[src/rtl/hazard_ctrl_unit_pkg.sv]
// Shared types and constants for the pipeline hazard controller.
package hazard_pkg;

  typedef enum logic [1:0] {
    RUN      = 2'b00,
    MEM_WAIT = 2'b01,
    HALT     = 2'b10
  } hz_state_t;

  // Bubble loaded by the pipeline registers on flush (addi x0, x0, 0).
  localparam logic [31:0] NOP_INSTR = 32'h00000013;

endpackage

[src/rtl/hazard_ctrl_unit_sat_counter.sv]
// Saturating up-counter: counts inc pulses, sticks at all-ones.
module sat_counter #(
  parameter int unsigned WIDTH = 16
) (
  input  logic             clk,
  input  logic             reset,
  input  logic             inc,
  output logic [WIDTH-1:0] count
);

  always_ff @(posedge clk) begin
    if (reset) begin
      count <= '0;
    end else if (inc && (count != '1)) begin
      count <= count + 1'b1;
    end
  end

endmodule

[src/rtl/hazard_ctrl_unit.sv]
// Hazard controller: stage enables/flushes for load-use, branch and
// memory-wait hazards, plus memory watchdog and stall/flush counters.
module hazard_ctrl_unit
  import hazard_pkg::*;
#(
  parameter int unsigned TIMEOUT = 64,
  parameter int unsigned CNT_W   = 16
) (
  input  logic             clk,
  input  logic             reset,
  input  logic [4:0]       IFID_rs1,
  input  logic [4:0]       IFID_rs2,
  input  logic             IFID_uses_rs2,
  input  logic [4:0]       IDEX_rd,
  input  logic             IDEX_MemRead,
  input  logic             branch_taken,
  input  logic             EXMEM_MemReq,
  input  logic             mem_ready,
  output logic             PC_Write,
  output logic             IFID_Write,
  output logic             IDEX_Write,
  output logic             EXMEM_Write,
  output logic             MEMWB_Write,
  output logic             IFID_Flush,
  output logic             IDEX_Flush,
  output logic [CNT_W-1:0] stall_cnt,
  output logic [CNT_W-1:0] flush_cnt,
  output logic             timeout_err
);

  localparam int unsigned WAIT_W = (TIMEOUT > 2) ? $clog2(TIMEOUT) : 1;
  localparam logic [WAIT_W-1:0] WAIT_LAST = WAIT_W'(TIMEOUT - 1);

  hz_state_t         state, state_nxt;
  logic [WAIT_W-1:0] wait_cnt;
  logic              freeze, branch_flush, load_use;

  always_comb begin
    state_nxt = state;
    freeze    = 1'b0;
    case (state)
      RUN: begin
        if (EXMEM_MemReq && !mem_ready) begin
          freeze    = 1'b1;
          state_nxt = MEM_WAIT;
        end
      end
      MEM_WAIT: begin
        if (mem_ready) begin
          state_nxt = RUN;
        end else begin
          freeze = 1'b1;
          if (wait_cnt == WAIT_LAST) state_nxt = HALT;
        end
      end
      HALT: begin
        freeze = 1'b1;
      end
      default: begin
        state_nxt = RUN;
      end
    endcase

    branch_flush = !freeze && branch_taken;
    load_use     = !freeze && !branch_taken && IDEX_MemRead && (IDEX_rd != 5'd0) &&
                   ((IDEX_rd == IFID_rs1) || (IFID_uses_rs2 && (IDEX_rd == IFID_rs2)));
  end

  // Reset overrides the hazard logic so bubbles flow while PC holds.
  always_comb begin
    PC_Write    = 1'b1;
    IFID_Write  = 1'b1;
    IDEX_Write  = 1'b1;
    EXMEM_Write = 1'b1;
    MEMWB_Write = 1'b1;
    IFID_Flush  = 1'b0;
    IDEX_Flush  = 1'b0;
    if (reset) begin
      PC_Write   = 1'b0;
      IFID_Flush = 1'b1;
      IDEX_Flush = 1'b1;
    end else if (freeze) begin
      PC_Write    = 1'b0;
      IFID_Write  = 1'b0;
      IDEX_Write  = 1'b0;
      EXMEM_Write = 1'b0;
      MEMWB_Write = 1'b0;
    end else if (branch_flush) begin
      IFID_Flush = 1'b1;
      IDEX_Flush = 1'b1;
    end else if (load_use) begin
      PC_Write   = 1'b0;
      IFID_Write = 1'b0;
      IDEX_Flush = 1'b1;
    end
  end

  always_ff @(posedge clk) begin
    if (reset) begin
      state       <= RUN;
      wait_cnt    <= '0;
      timeout_err <= 1'b0;
    end else begin
      state    <= state_nxt;
      wait_cnt <= (state == MEM_WAIT) ? wait_cnt + 1'b1 : '0;
      if ((state == MEM_WAIT) && (state_nxt == HALT)) timeout_err <= 1'b1;
    end
  end

  sat_counter #(.WIDTH(CNT_W)) u_stall_cnt (
    .clk   (clk),
    .reset (reset),
    .inc   (freeze || load_use),
    .count (stall_cnt)
  );

  sat_counter #(.WIDTH(CNT_W)) u_flush_cnt (
    .clk   (clk),
    .reset (reset),
    .inc   (branch_flush),
    .count (flush_cnt)
  );

endmodule

[config.mk]
export PLATFORM = sky130hd
export DESIGN_NAME = hazard_ctrl_unit
export DESIGN_NICKNAME = d
export VERILOG_FILES = /design/src/rtl/hazard_ctrl_unit_pkg.sv /design/src/rtl/hazard_ctrl_unit_sat_counter.sv /design/src/rtl/hazard_ctrl_unit.sv
export SDC_FILE = /design/constraint.sdc
export NUM_CORES = 1
export LEC_CHECK = 0
export BUFFER_PORTS_ARGS = -buffer_cell sky130_fd_sc_hd__buf_2
export CAP_MARGIN = 0
export CORE_ASPECT_RATIO = 1.2
export CORE_UTILIZATION = 30
export CTS_BUF_LIST = sky130_fd_sc_hd__clkbuf_8
export CTS_CLUSTER_SIZE = 40
export DETAILED_ROUTE_END_ITERATION = 7
export SLEW_MARGIN = 20
export SYNTH_ARGS = -nofsm -noshare
export SYNTH_HDL_FRONTEND = slang
export SYNTH_SLANG_ARGS = --single-unit
[constraint.sdc]
create_clock -name clk -period 2 [get_ports clk]
set_input_delay 0.3 -clock clk [delete_from_list [all_inputs] [get_ports clk]]
set_output_delay 0.3 -clock clk [all_outputs]
set_load 0.02 [all_outputs]
Yosys cells after proc, flatten, opt, wreduce, memory -nomap -nowiden
Index checks and enable logic that the tools add are counted.

Word-level logic and storage cells: 56. Flip-flop bits (word level): 41. Output and inout bits: 40.

Mux-type cells: 21. Reduce and logical (&&, ||, !) cells: 18. Add/subtract/negate cells: 3. Equality and inequality tests: 8. Bitwise operators: 1.

Operator list (number): adder 16 x 1 -> 16 bit, second input constant (2); inequality test 16 bit, second input constant (2); two-way mux 1 bit (16); equality test 5 bit (2); logical AND 1 bit (10); adder 6 x 1 -> 6 bit, second input constant (1); equality test 6 bit, second input constant (1); two-way mux 2 bit (3); case mux 2 bit (3 select lines) (1); nonzero test 5 bit (1); equality test 2 bit, second input constant (2); logical NOT 1 bit (3); case mux 1 bit (3 select lines) (1); equality test 2 x 1 -> 1 bit, second input constant (1); logical NOT 2 bit (1); logical OR 1 bit (2); OR reduction 2 bit (1); inverter 1 bit (1).

Longest topological paths before layout
Gate-level depths: netlist of the first run.

Depth after elaboration: 13. Depth in mapped cells: 9.

Hierarchy
Synthesis of the first run repeated with hierarchy kept, for this count alone.

Cell total of the unflattened synthesis: 264. Area, all modules: 2248.4 µm².

Modules (own cells, without submodules): sat_counter (cells an instance 99, seq. area each 320.3 µm², area an instance 848.3 µm², times used 2); hazard_ctrl_unit (cells an instance 66, seq. area each 180.2 µm², area an instance 551.8 µm², times used 1).

Worst setup path after synthesis of the first run
No wires, ideal clock.

Path type: reg2reg. Start: register u_stall_cnt.count[0]. End: register u_stall_cnt.count[1]. Period minus slack after synthesis: 2.175 ns. Cell stages (with the launch flop): 10. Buffers on the path: 2. Library setup time: 0.128 ns. Data arrival time: 2.047 ns. Slack: -0.175 ns. Cell sequence: dfxtp_1 -> ha_1 -> nand2_1 -> nor4_4 -> nand2_1 -> a31oi_4 -> buf_6 -> buf_8 -> mux2i_1 -> nor2_1.

Longest elaborated chain between the ends: 2. Elaborated cells on any way between the ends: 3.

Ends and longest elaborated chain: from (decl) (line hazard_ctrl_unit_sat_counter.sv:8) `output logic [WIDTH-1:0] count`; from (signal assigned) (line hazard_ctrl_unit_sat_counter.sv:15) `count <= count + 1'b1;`; parallel branches: the longest is 2 deep, another holds adder 16 x 1 -> 16 bit.

Several ways; the timed one is not identified. A chain may end at the register's enable or synchronous reset.

Worst setup path in the final report of the first run
Start: input IDEX_rd[1]. End: output IFID_Write.

Longest elaborated chain between the ends: 8. Elaborated cells on any way between the ends: 11.

Ends and longest elaborated chain: from (decl) (line hazard_ctrl_unit.sv:14) `input logic [4:0] IDEX_rd,`; equality test 5 bit (line hazard_ctrl_unit.sv:66) `((IDEX_rd == IFID_rs1) || (IFID_uses_rs2 && (IDEX_rd == IFID_rs2)));`; logical AND 1 bit (line hazard_ctrl_unit.sv:66); logical OR 1 bit (line hazard_ctrl_unit.sv:66); logical AND 1 bit (*) (line hazard_ctrl_unit.sv:65) `load_use = !freeze && !branch_taken && IDEX_MemRead && (IDEX_rd != 5'd0) &&`; two-way mux 1 bit (*) (line hazard_ctrl_unit.sv:91) `end else if (load_use) begin`; two-way mux 1 bit (*) (line hazard_ctrl_unit.sv:88) `end else if (branch_flush) begin`; two-way mux 1 bit (*) (line hazard_ctrl_unit.sv:82) `end else if (freeze) begin`; two-way mux 1 bit (*) (line hazard_ctrl_unit.sv:78) `if (reset) begin`; to (decl) (line hazard_ctrl_unit.sv:20) `output logic IFID_Write,`.

Every way passes the cells marked *; elsewhere a longest branch is shown, timed or not.

==> report_table.html, run 1 <==
<table>
<tr><th>Metric</th><th>Value</th></tr>
<tr><th colspan="2">Run status</th></tr>
<tr><td>Outcome</td><td>complete, no violations</td></tr>
<tr><th colspan="2">Floorplanning</th></tr>
<tr><td>Cell row count</td><td>33</td></tr>
<tr><td>Initial core utilization</td><td>between 30 and 40%</td></tr>
<tr><td>Standard cell core area</td><td>between 0.006 and 0.007 mm²</td></tr>
<tr><td>Area of the die</td><td>about 0.0075 mm²</td></tr>
<tr><td>I/O Pins</td><td>just over 60</td></tr>
<tr><td>Chip Height</td><td>94.40 µm</td></tr>
<tr><td>Die X</td><td>79 µm</td></tr>
<tr><th colspan="2">CTS</th></tr>
<tr><td>Root buffer selected by CTS</td><td>sky130_fd_sc_hd__clkbuf_8</td></tr>
<tr><td>Clock latency on the worst-skew pair</td><td>approximately 0.3 ns</td></tr>
<tr><td>CTS tree</td><td>done</td></tr>
<tr><td>Clock sinks</td><td>a little over 40</td></tr>
<tr><td>Number of buffers created by CTS</td><td>5</td></tr>
<tr><td>Number of buffers inserted for hold repair after clock tree synthesis</td><td>0</td></tr>
<tr><td>Worst-path clk slew</td><td>around 0.070 ns</td></tr>
<tr><td>Htree depth</td><td>2</td></tr>
<tr><td>Maximum buffer depth of the clock tree</td><td>2</td></tr>
<tr><td>Buffer count from post-CTS setup fixing</td><td>0</td></tr>
<tr><th colspan="2">Pwr</th></tr>
<tr><td>Pwr per Cell Area</td><td>around 620 mW/mm²</td></tr>
<tr><td>Leakage dissipation</td><td>1.145 nW</td></tr>
<tr><td>Overall power of the completed layout</td><td>1.715 mW</td></tr>
<tr><td>Maximum ir drop on the vdd rail</td><td>0.2709 mV</td></tr>
<tr><th colspan="2">Setup path</th></tr>
<tr><td>Crit path kind</td><td>input port to primary output</td></tr>
<tr><td>Peak fanout along the critical path</td><td>3</td></tr>
<tr><td>Cells on worst reg2reg path</td><td>8</td></tr>
<tr><td>Crit path required time</td><td>~1.7 ns</td></tr>
<tr><td>Endpoint class of the critical path</td><td>primary output</td></tr>
<tr><td>Data arrival, critical path</td><td>approximately 1.6 ns</td></tr>
<tr><td>Reg-to-reg critical path startpoint</td><td>u_stall_cnt.count[1]$_SDFFE_PP0P_</td></tr>
<tr><td>End of the worst register-to-register path</td><td>u_stall_cnt.count[1]$_SDFFE_PP0P_</td></tr>
<tr><td>Type of origin of the critical path</td><td>input port</td></tr>
<tr><td>Worst R2R Setup Slack</td><td>roughly 0.12 ns</td></tr>
<tr><th colspan="2">Logic synthesis</th></tr>
<tr><td>Predominant post-synthesis flop cell</td><td>sky130_fd_sc_hd__dfxtp_1</td></tr>
<tr><td>Post-synthesis register bit count</td><td>41</td></tr>
<tr><td>Dominant cell by count in the synthesized netlist</td><td>sky130_fd_sc_hd__dfxtp_1</td></tr>
<tr><td>Share of the synthesized area in compound gates (AO/OA/AOI/OAI)</td><td>between 10% and 20%</td></tr>
<tr><td>Share of synthesized registers carrying an async set or reset</td><td>0%</td></tr>
<tr><td>Combinational family with the most area after synthesis</td><td>simple AND/OR/NAND/NOR gates</td></tr>
<tr><td>Number of distinct library cells after synthesis</td><td>49</td></tr>
<tr><td>Synth Warn #</td><td>0</td></tr>
<tr><td>Register area share after synthesis</td><td>between 30% and 40%</td></tr>
<tr><td>Synth top area share</td><td>roughly 38%</td></tr>
<tr><td>Simple-Gate Fraction of Synth Area</td><td>29.19%</td></tr>
<tr><td>Largest area contributor in the synthesized netlist</td><td>sky130_fd_sc_hd__dfxtp_1</td></tr>
<tr><td>Portion of netlist area occupied by mux cells</td><td>0.9379%</td></tr>
<tr><td>Post-synthesis instance total</td><td>between 200 and 250</td></tr>
<tr><td>Count of flip-flops with a built-in enable after synthesis</td><td>0</td></tr>
<tr><td>Syn Std Cell Area</td><td>between 0.002 and 0.0025 mm²</td></tr>
<tr><td>Area share of xor/xnor cells in the synthesized design</td><td>11.08%</td></tr>
<tr><td>Cell types with the highest counts after synthesis</td><td>sky130_fd_sc_hd__dfxtp_1, sky130_fd_sc_hd__nor2_1, sky130_fd_sc_hd__nand2_1</td></tr>
<tr><td>Ranking of synthesized cells by area</td><td>sky130_fd_sc_hd__dfxtp_1, sky130_fd_sc_hd__xnor2_1, sky130_fd_sc_hd__xor2_1, sky130_fd_sc_hd__nor2_1, sky130_fd_sc_hd__a21oi_1</td></tr>
<tr><td>Post-synthesis net count</td><td>268</td></tr>
<tr><td>Syn Area/Cell</td><td>about 8.8 µm²</td></tr>
<tr><td>Adder and majority gate portion of the synthesized area</td><td>under 10%</td></tr>
<tr><th colspan="2">Detailed routing</th></tr>
<tr><td>Routed length per placed instance</td><td>roughly 12 µm</td></tr>
<tr><td>Via-to-Cell Ratio</td><td>just under 5</td></tr>
<tr><td>DRT Pass-1 Iters</td><td>4</td></tr>
<tr><td>Overall via count from detail_route</td><td>1,992</td></tr>
<tr><td>Count of unresolved DRC violations after routing</td><td>0</td></tr>
<tr><td>Total length of routed wires</td><td>4727 µm</td></tr>
<tr><td>Count of routing violations after the opening detailed-route iteration</td><td>55</td></tr>
<tr><td>Antenna-violating nets left</td><td>0</td></tr>
<tr><th colspan="2">Final layout</th></tr>
<tr><td>Synth-to-layout area growth</td><td>28.96%</td></tr>
<tr><td>Antenna Diode Count</td><td>0</td></tr>
<tr><td>Layout Nets</td><td>~340</td></tr>
<tr><td>Fraction of final layout cells with drive strength greater than 1</td><td>approximately a third</td></tr>
<tr><td>Fillers</td><td>around 700</td></tr>
<tr><th colspan="2">Hold path</th></tr>
<tr><td>Instance count along the most critical hold path</td><td>3</td></tr>
<tr><td>Type of the tightest min-delay check</td><td>input port to flip-flop</td></tr>
<tr><td>Startpoint of the worst hold path</td><td>mem_ready</td></tr>
<tr><td>Endpoint, Worst Hold</td><td>state[1]$_SDFF_PP0_</td></tr>
<tr><th colspan="2">STA</th></tr>
<tr><td>Count of endpoints failing setup in the final report</td><td>0</td></tr>
<tr><td>Count of pins over their slew limit</td><td>0</td></tr>
<tr><td>Number of endpoints with negative hold slack in the final report</td><td>0</td></tr>
<tr><td>RSZ-0062 raised after global routing</td><td>no</td></tr>
<tr><td>Least-Margin Pin Slew</td><td>0.4672 ns</td></tr>
<tr><td>Fin crit share</td><td>between 90% and 100%</td></tr>
<tr><td>Max Clk Rate</td><td>~530 MHz</td></tr>
<tr><td>Setup Skew</td><td>approximately 0.012 ns</td></tr>
<tr><td>Final period demand of the worst path</td><td>1.882 ns</td></tr>
<tr><td>Summed negative setup slack over all endpoints</td><td>0 ns</td></tr>
<tr><td>Max-slew headroom</td><td>slightly below 70%</td></tr>
<tr><th colspan="2">Placed design</th></tr>
<tr><td>HPWL reported at the end of detailed placement</td><td>between 3000 and 4000 µm</td></tr>
<tr><td>Routability congestion estimate from global placement</td><td>0.7487</td></tr>
<tr><td>I/O Buffers</td><td>61</td></tr>
<tr><th colspan="2">Global routing</th></tr>
<tr><td>Pin count of the biggest net entering global routing</td><td>27</td></tr>
<tr><td>Vias in the first global route</td><td>~1,800</td></tr>
<tr><td>Wire length of the first global-routing pass</td><td>8059 µm</td></tr>
<tr><td>GRT Total Usage</td><td>between 10% and 20%</td></tr>
<tr><td>Initial antenna violation count</td><td>0</td></tr>
<tr><td>Overflow left after global routing</td><td>0</td></tr>
<tr><th colspan="2">Job</th></tr>
<tr><td>Number of violations of the max-capacitance limit</td><td>0</td></tr>
</table>
critical path, stage by stage:
cell	delay [ns]
sky130_fd_sc_hd__buf_2	0.12
sky130_fd_sc_hd__or4_1	0.54
sky130_fd_sc_hd__nor2_2	0.11
sky130_fd_sc_hd__nor3b_2	0.07
sky130_fd_sc_hd__a21o_1	0.21
sky130_fd_sc_hd__nand2_1	0.08
sky130_fd_sc_hd__buf_2	0.15
stage by stage:
| stage | util (%) | cells | setup slack [ns] | hold slack (ns) | cell area (µm²) |
|---|---|---|---|---|---|
| 2_1_floorplan | - | 243 | 0.008496 | 0.4130 | 2165 |
| 3_3_place_gp | 38.12 | 396 | 0.06310 | 0.4253 | 2613 |
| 3_5_place_dp | 38.12 | 396 | 0.03991 | 0.4301 | 2613 |
| 4_1_cts | 39.85 | 404 | 0.01925 | 0.3092 | 2731 |
| 5_1_grt | 40.16 | 404 | 0.001738 | 0.3369 | 2753 |
| 6_report | 40.16 | 404 | 0.1178 | 0.3167 | 2753 |
cells in the final DEF (no fill, tap or decap), drive strengths merged:
cell type | synthesis | routed
inv | 6 | 7
a21oi | 18 | 18
nor3b | 1 | 1
nor4 | 2 | 2
nand4 | 10 | 10
a31oi | 2 | 2
a21boi | 1 | 1
or3 | 13 | 13
and3b | 1 | 1
nand2 | 20 | 20
dfxtp | 41 | 41
o21ba | 1 | 1
buf | 4 | 74
o21ai | 13 | 13
o21a | 1 | 1
a21o | 1 | 1
and3 | 7 | 7
ha | 3 | 3
a311oi | 1 | 1
nand3 | 12 | 12
nand2b | 2 | 2
bufinv | 0 | 1
or4 | 5 | 5
o31ai | 3 | 3
o21bai | 1 | 1
and2 | 3 | 3
xnor2 | 15 | 15
nor2b | 2 | 2
clkbuf | 4 | 6
o211ai | 1 | 1
nor3 | 1 | 1
a2111oi | 1 | 1
a31o | 1 | 1
and4 | 3 | 3
mux2i | 2 | 2
nor2 | 27 | 27
o22ai | 1 | 1
xor2 | 12 | 12
nand4b | 1 | 1
how the worst max path moves through the flow:
stage	endpoint	cells after the start	start
2_1_floorplan	u_stall_cnt.count[1]$_SDFFE_PP0P_	8	u_stall_cnt.count[5]$_SDFFE_PP0P_
3_3_place_gp	PC_Write	7	IDEX_rd[1]
3_5_place_dp	u_stall_cnt.count[2]$_SDFFE_PP0P_	8	IDEX_rd[3]
4_1_cts	IFID_Write	6	state[0]$_SDFF_PP0_
5_1_grt	IFID_Write	6	state[0]$_SDFF_PP0_
6_report	IFID_Write	7	IDEX_rd[1]
sequential cells by signal (all words and copies together) (netlist names):
| name | cells |
|---|---|
| wait_cnt | 6 |
| u_stall_cnt.count | 16 |
| timeout_err | 1 |
| u_flush_cnt.count | 16 |
| state | 2 |
routing by layer:
metal	global-route usage (%)	wire length (µm)
met5	0	0
met1	16.16	2226
met4	5.455	72
met3	3.478	205
met2	23.92	2222
report_power, final:
| group | internal, mW | switching (mW) | leakage [nW] |
|---|---|---|---|
| clock network | 0.402 | 0.284 | 0.0626 |
| logic | 0.0871 | 0.103 | 0.746 |
| registers | 0.825 | 0.0135 | 0.337 |
| total | 1.31 | 0.401 | 1.14 |
layout make-up:
type                            instances  area (µm²)  area share (%)
Sequential cell                        41       840.8           30.55
Clock buffer                            6       82.58           3.000
Clock inverter                          2       33.78           1.227
Inverter                                6       22.52          0.8182
Tap cell                               87       108.9           3.955
Multi-Input combinational cell        188        1246           45.27
Timing Repair Buffer                   74       417.9           15.18
repair_timing:
action                                  CTS  global route
endpoints found under the setup margin    2             6
gates resized for setup                   1             8
endpoints found under the hold margin     0             0
pin swaps                                 0             2
kinds of logic (layout without fill, tap and decap cells):
family / Yosys count / in the layout
AOI/OAI and AO/OA: 46 / 46
and+or+nand+nor: 110 / 110
DFF: 41 / 41
adders and majority gates: 3 / 3
buffers and inverters: 14 / 88
xor gates and xnor gates: 27 / 27
muxes: 2 / 2
No activity file was read; power rests on OpenSTA's default activity.
==> run 2, diff against run 1 <==
--- a/config.mk
+++ b/config.mk
@@ -7,11 +7,12 @@
 export LEC_CHECK = 0
 export BUFFER_PORTS_ARGS = -buffer_cell sky130_fd_sc_hd__buf_2
 export CAP_MARGIN = 0
-export CORE_ASPECT_RATIO = 1.2
-export CORE_UTILIZATION = 30
+export CORE_ASPECT_RATIO = 0.7
+export CORE_UTILIZATION = 45
 export CTS_BUF_LIST = sky130_fd_sc_hd__clkbuf_8
 export CTS_CLUSTER_SIZE = 40
 export DETAILED_ROUTE_END_ITERATION = 7
+export PLACE_DENSITY = 0.74
 export SLEW_MARGIN = 20
 export SYNTH_ARGS = -nofsm -noshare
 export SYNTH_HDL_FRONTEND = slang
==> run 2 against run 1 <==
The run now ends with design-rule violations left. Register-to-register slack hardly changed. Setup slack worse by 0.042 ns. Largest power group unchanged. Highest routed layer unchanged. Routed wire length is 1.4% higher. Clock-buffer cell count stayed put. Flip-flop and latch count stayed put. Clock power is 0.7% higher. Largest cell class unchanged. Design area is 1.4% lower. Utilization is 21 points higher.
==> report_table.html, run 2 (synthesis gave the netlist of run 1 again) <==
<table>
<tr><th>Metric</th><th>Value</th></tr>
<tr><th colspan="2">Floorplanning</th></tr>
<tr><td>Cell row count</td><td>20</td></tr>
<tr><td>Die X</td><td>84.32 µm</td></tr>
<tr><td>I/O Pins</td><td>62</td></tr>
<tr><td>Area of the die</td><td>about 0.005 mm²</td></tr>
<tr><td>Initial core utilization</td><td>between 40% and 50%</td></tr>
<tr><td>Chip Height</td><td>slightly below 60 µm</td></tr>
<tr><td>Standard cell core area</td><td>~0.0045 mm²</td></tr>
<tr><th colspan="2">Final layout</th></tr>
<tr><td>Highest-count cells in the layout ignoring fill and taps</td><td>sky130_fd_sc_hd__buf_2, sky130_fd_sc_hd__dfxtp_1, sky130_fd_sc_hd__nor2_1</td></tr>
<tr><td>Final cell count without fillers</td><td>approximately 370</td></tr>
<tr><td>Antenna Diode Count</td><td>0</td></tr>
<tr><td>Registers with the most flip-flops</td><td>u_flush_cnt.count (16), u_stall_cnt.count (16), wait_cnt (6)</td></tr>
<tr><td>Fillers</td><td>406</td></tr>
<tr><td>Fraction of final layout cells with drive strength greater than 1</td><td>approximately a third</td></tr>
<tr><td>Synth-to-layout area growth</td><td>27.20%</td></tr>
<tr><td>Layout Nets</td><td>approximately 340</td></tr>
<tr><td>Most common cell after layout, fill and taps aside</td><td>sky130_fd_sc_hd__buf_2</td></tr>
<tr><th colspan="2">Setup path</th></tr>
<tr><td>Endpoint class of the critical path</td><td>primary output</td></tr>
<tr><td>CP max stage delay</td><td>slightly above 0.5 ns</td></tr>
<tr><td>Cell family contributing the most delay on the critical path</td><td>simple AND/OR/NAND/NOR gates</td></tr>
<tr><td>Type of origin of the critical path</td><td>input port</td></tr>
<tr><td>Worst R2R Setup Slack</td><td>0.11 ns</td></tr>
<tr><td>Crit path kind</td><td>input port to primary output</td></tr>
<tr><td>Worst path cell trace</td><td>buf_2, or4_1, nor2_1, nor3b_2, a21o_1, nor2_1, buf_2</td></tr>
<tr><td>Data arrival, critical path</td><td>1.62 ns</td></tr>
<tr><td>Cell at the slowest stage of the critical path</td><td>sky130_fd_sc_hd__or4_1</td></tr>
<tr><td>Worst path bufs/invs</td><td>2</td></tr>
<tr><td>Crit path required time</td><td>~1.7 ns</td></tr>
<tr><td>Peak fanout along the critical path</td><td>3</td></tr>
<tr><th colspan="2">Global routing</th></tr>
<tr><td>Vias in the first global route</td><td>about 1,600</td></tr>
<tr><td>Wire length of the first global-routing pass</td><td>roughly 7600 µm</td></tr>
<tr><td>Met2 Use GR</td><td>between 20 and 30%</td></tr>
<tr><td>Pin count of the biggest net entering global routing</td><td>27</td></tr>
<tr><td>Initial antenna violation count</td><td>0</td></tr>
<tr><td>Overflow left after global routing</td><td>0</td></tr>
<tr><td>GRT Total Usage</td><td>19.40%</td></tr>
<tr><td>Layer with the highest usage</td><td>met2</td></tr>
<tr><td>Met3 track demand over resource</td><td>4.318%</td></tr>
<tr><td>Met1 track utilization from global routing</td><td>28.10%</td></tr>
<tr><th colspan="2">Placed design</th></tr>
<tr><td>I/O Buffers</td><td>61</td></tr>
<tr><td>Routability congestion estimate from global placement</td><td>around 0.75</td></tr>
<tr><td>Count of placed standard cells including taps</td><td>between 300 and 400</td></tr>
<tr><td>HPWL reported at the end of detailed placement</td><td>3538 µm</td></tr>
<tr><th colspan="2">STA</th></tr>
<tr><td>Count of endpoints failing setup in the final report</td><td>0</td></tr>
<tr><td>Setup Skew</td><td>between 0.008 and 0.009 ns</td></tr>
<tr><td>Final period demand of the worst path</td><td>slightly below 2 ns</td></tr>
<tr><td>RSZ-0062 raised after global routing</td><td>yes</td></tr>
<tr><td>Number of endpoints with negative hold slack in the final report</td><td>0</td></tr>
<tr><td>Max Clk Rate</td><td>519.8 MHz</td></tr>
<tr><td>Max-slew headroom</td><td>70.80%</td></tr>
<tr><td>Count of pins over their slew limit</td><td>0</td></tr>
<tr><td>Fin crit share</td><td>~96%</td></tr>
<tr><td>Least-Margin Pin Slew</td><td>0.4380 ns</td></tr>
<tr><th colspan="2">Pwr</th></tr>
<tr><td>Clock power share</td><td>about two fifths</td></tr>
<tr><td>Internal Dissipation</td><td>1.311 mW</td></tr>
<tr><td>Leakage dissipation</td><td>roughly 1.1 nW</td></tr>
<tr><td>Part of the power in registers</td><td>about 49%</td></tr>
<tr><td>Maximum ir drop on the vdd rail</td><td>roughly 0.35 mV</td></tr>
<tr><td>Switching component of the power</td><td>0.4075 mW</td></tr>
<tr><td>Pwr per Cell Area</td><td>approximately 630 mW/mm²</td></tr>
<tr><td>Net switching share of the total power</td><td>23.71%</td></tr>
<tr><td>Logic gate share of total power</td><td>between 10 and 15%</td></tr>
<tr><td>Overall power of the completed layout</td><td>~1.7 mW</td></tr>
<tr><th colspan="2">Run status</th></tr>
<tr><td>Outcome</td><td>complete, but fails checks</td></tr>
<tr><td>Failing checks</td><td>design-rule violations</td></tr>
<tr><th colspan="2">CTS</th></tr>
<tr><td>Clock sinks</td><td>41</td></tr>
<tr><td>Htree depth</td><td>2</td></tr>
<tr><td>Number of buffers created by CTS</td><td>5</td></tr>
<tr><td>Maximum buffer depth of the clock tree</td><td>2</td></tr>
<tr><td>Number of buffers inserted for hold repair after clock tree synthesis</td><td>0</td></tr>
<tr><td>Root buffer selected by CTS</td><td>sky130_fd_sc_hd__clkbuf_8</td></tr>
<tr><td>Worst-path clk slew</td><td>~0.08 ns</td></tr>
<tr><td>CTS tree</td><td>done</td></tr>
<tr><td>Clock latency on the worst-skew pair</td><td>approximately 0.30 ns</td></tr>
<tr><th colspan="2">Detailed routing</th></tr>
<tr><td>Via-to-Cell Ratio</td><td>between 5 and 6</td></tr>
<tr><td>Count of unresolved DRC violations after routing</td><td>4</td></tr>
<tr><td>Antenna-violating nets left</td><td>0</td></tr>
<tr><td>Count of routing violations after the opening detailed-route iteration</td><td>84</td></tr>
<tr><td>Routed length per placed instance</td><td>roughly 13 µm</td></tr>
<tr><td>Overall via count from detail_route</td><td>2,010</td></tr>
<tr><td>Total length of routed wires</td><td>about 4800 µm</td></tr>
<tr><td>DRT Pass-1 Iters</td><td>6</td></tr>
<tr><th colspan="2">Hold path</th></tr>
<tr><td>Type of the tightest min-delay check</td><td>input port to flip-flop</td></tr>
<tr><th colspan="2">Job</th></tr>
<tr><td>Number of violations of the max-capacitance limit</td><td>0</td></tr>
</table>
## run 2: cell types whose count changed in the layout (fill, tap and decap cells not counted)
| cell | previous run | this run |
|---|---|---|
| sky130_fd_sc_hd__o21bai_2 | 1 | 0 |
| sky130_fd_sc_hd__nor2_2 | 2 | 0 |
| sky130_fd_sc_hd__nor2_1 | 25 | 27 |
| sky130_fd_sc_hd__o21bai_1 | 0 | 1 |
| sky130_fd_sc_hd__dfxtp_2 | 7 | 8 |
| sky130_fd_sc_hd__buf_2 | 60 | 61 |
| sky130_fd_sc_hd__dfxtp_1 | 31 | 30 |
| sky130_fd_sc_hd__buf_4 | 13 | 12 |
| sky130_fd_sc_hd__a2111oi_2 | 1 | 0 |
| sky130_fd_sc_hd__a2111oi_4 | 0 | 1 |
## run 2: worst paths after layout
check                               startpoint                                  to  depth (start not counted)
max                                 IDEX_rd[1]                            PC_Write                          7
min                                  mem_ready            timeout_err$_SDFFE_PP0P_                          3
max reg2reg  u_stall_cnt.count[5]$_SDFFE_PP0P_  u_stall_cnt.count[15]$_SDFFE_PP0P_                          5
min reg2reg             wait_cnt[0]$_SDFF_PP0_              wait_cnt[0]$_SDFF_PP0_                          1
## run 2: power groups by stage
stage / Combinational [mW] / Sequential (mW) / Clock (mW)
after detailed placement: 0.189 / 0.856 / 0
after floorplan: 0.106 / 0.869 / 0
after global placement: 0.186 / 0.856 / 0
after CTS: 0.191 / 0.837 / 0.700
final: 0.192 / 0.836 / 0.691
after global routing: 0.207 / 0.837 / 0.732
## run 2: final cells by class
cell class / instances / area [µm²] / area share [%]
Clock buffer: 6 / 82.58 / 3.041
Clock inverter: 2 / 33.78 / 1.244
Inverter: 6 / 22.52 / 0.8295
Multi-Input combinational cell: 188 / 1250 / 46.04
Sequential cell: 41 / 842.1 / 31.01
Tap cell: 55 / 68.82 / 2.535
Timing Repair Buffer: 74 / 415.4 / 15.30
## run 2: metal layers
| metal | routed length [µm] | part of all wire, % |
|---|---|---|
| met5 | 0 | 0 |
| met1 | 2488 | 52 |
| met3 | 251 | 5.2 |
| met2 | 1995 | 42 |
| met4 | 57 | 1.2 |
## run 2: timing repair
action	4_1_cts	5_1_grt
buffers inserted	0	1
resized for setup	1	6
setup endpoints to repair	1	12
pin swaps	0	1
## run 2: tightest hold or removal path: stages
cell and delay (ns):
sky130_fd_sc_hd__buf_2 0.09, sky130_fd_sc_hd__or3_1 0.12, sky130_fd_sc_hd__a21oi_1 0.06
## run 2: metrics by stage
stage                     TNS (ns)  instance area, µm²  setup WS, ns  utilization, %  hold WS, ns
after CTS                        0                2684       0.03906           60.25       0.3148
final                            0                2715       0.07602           60.96       0.3317
after global placement           0                2565       0.05124           57.58       0.4237
after global routing      -0.07030                2715      -0.03652           60.96       0.3277
after detailed placement         0                2565      0.007917           57.58       0.4367
after floorplan                  0                2165      0.008496               -       0.4130
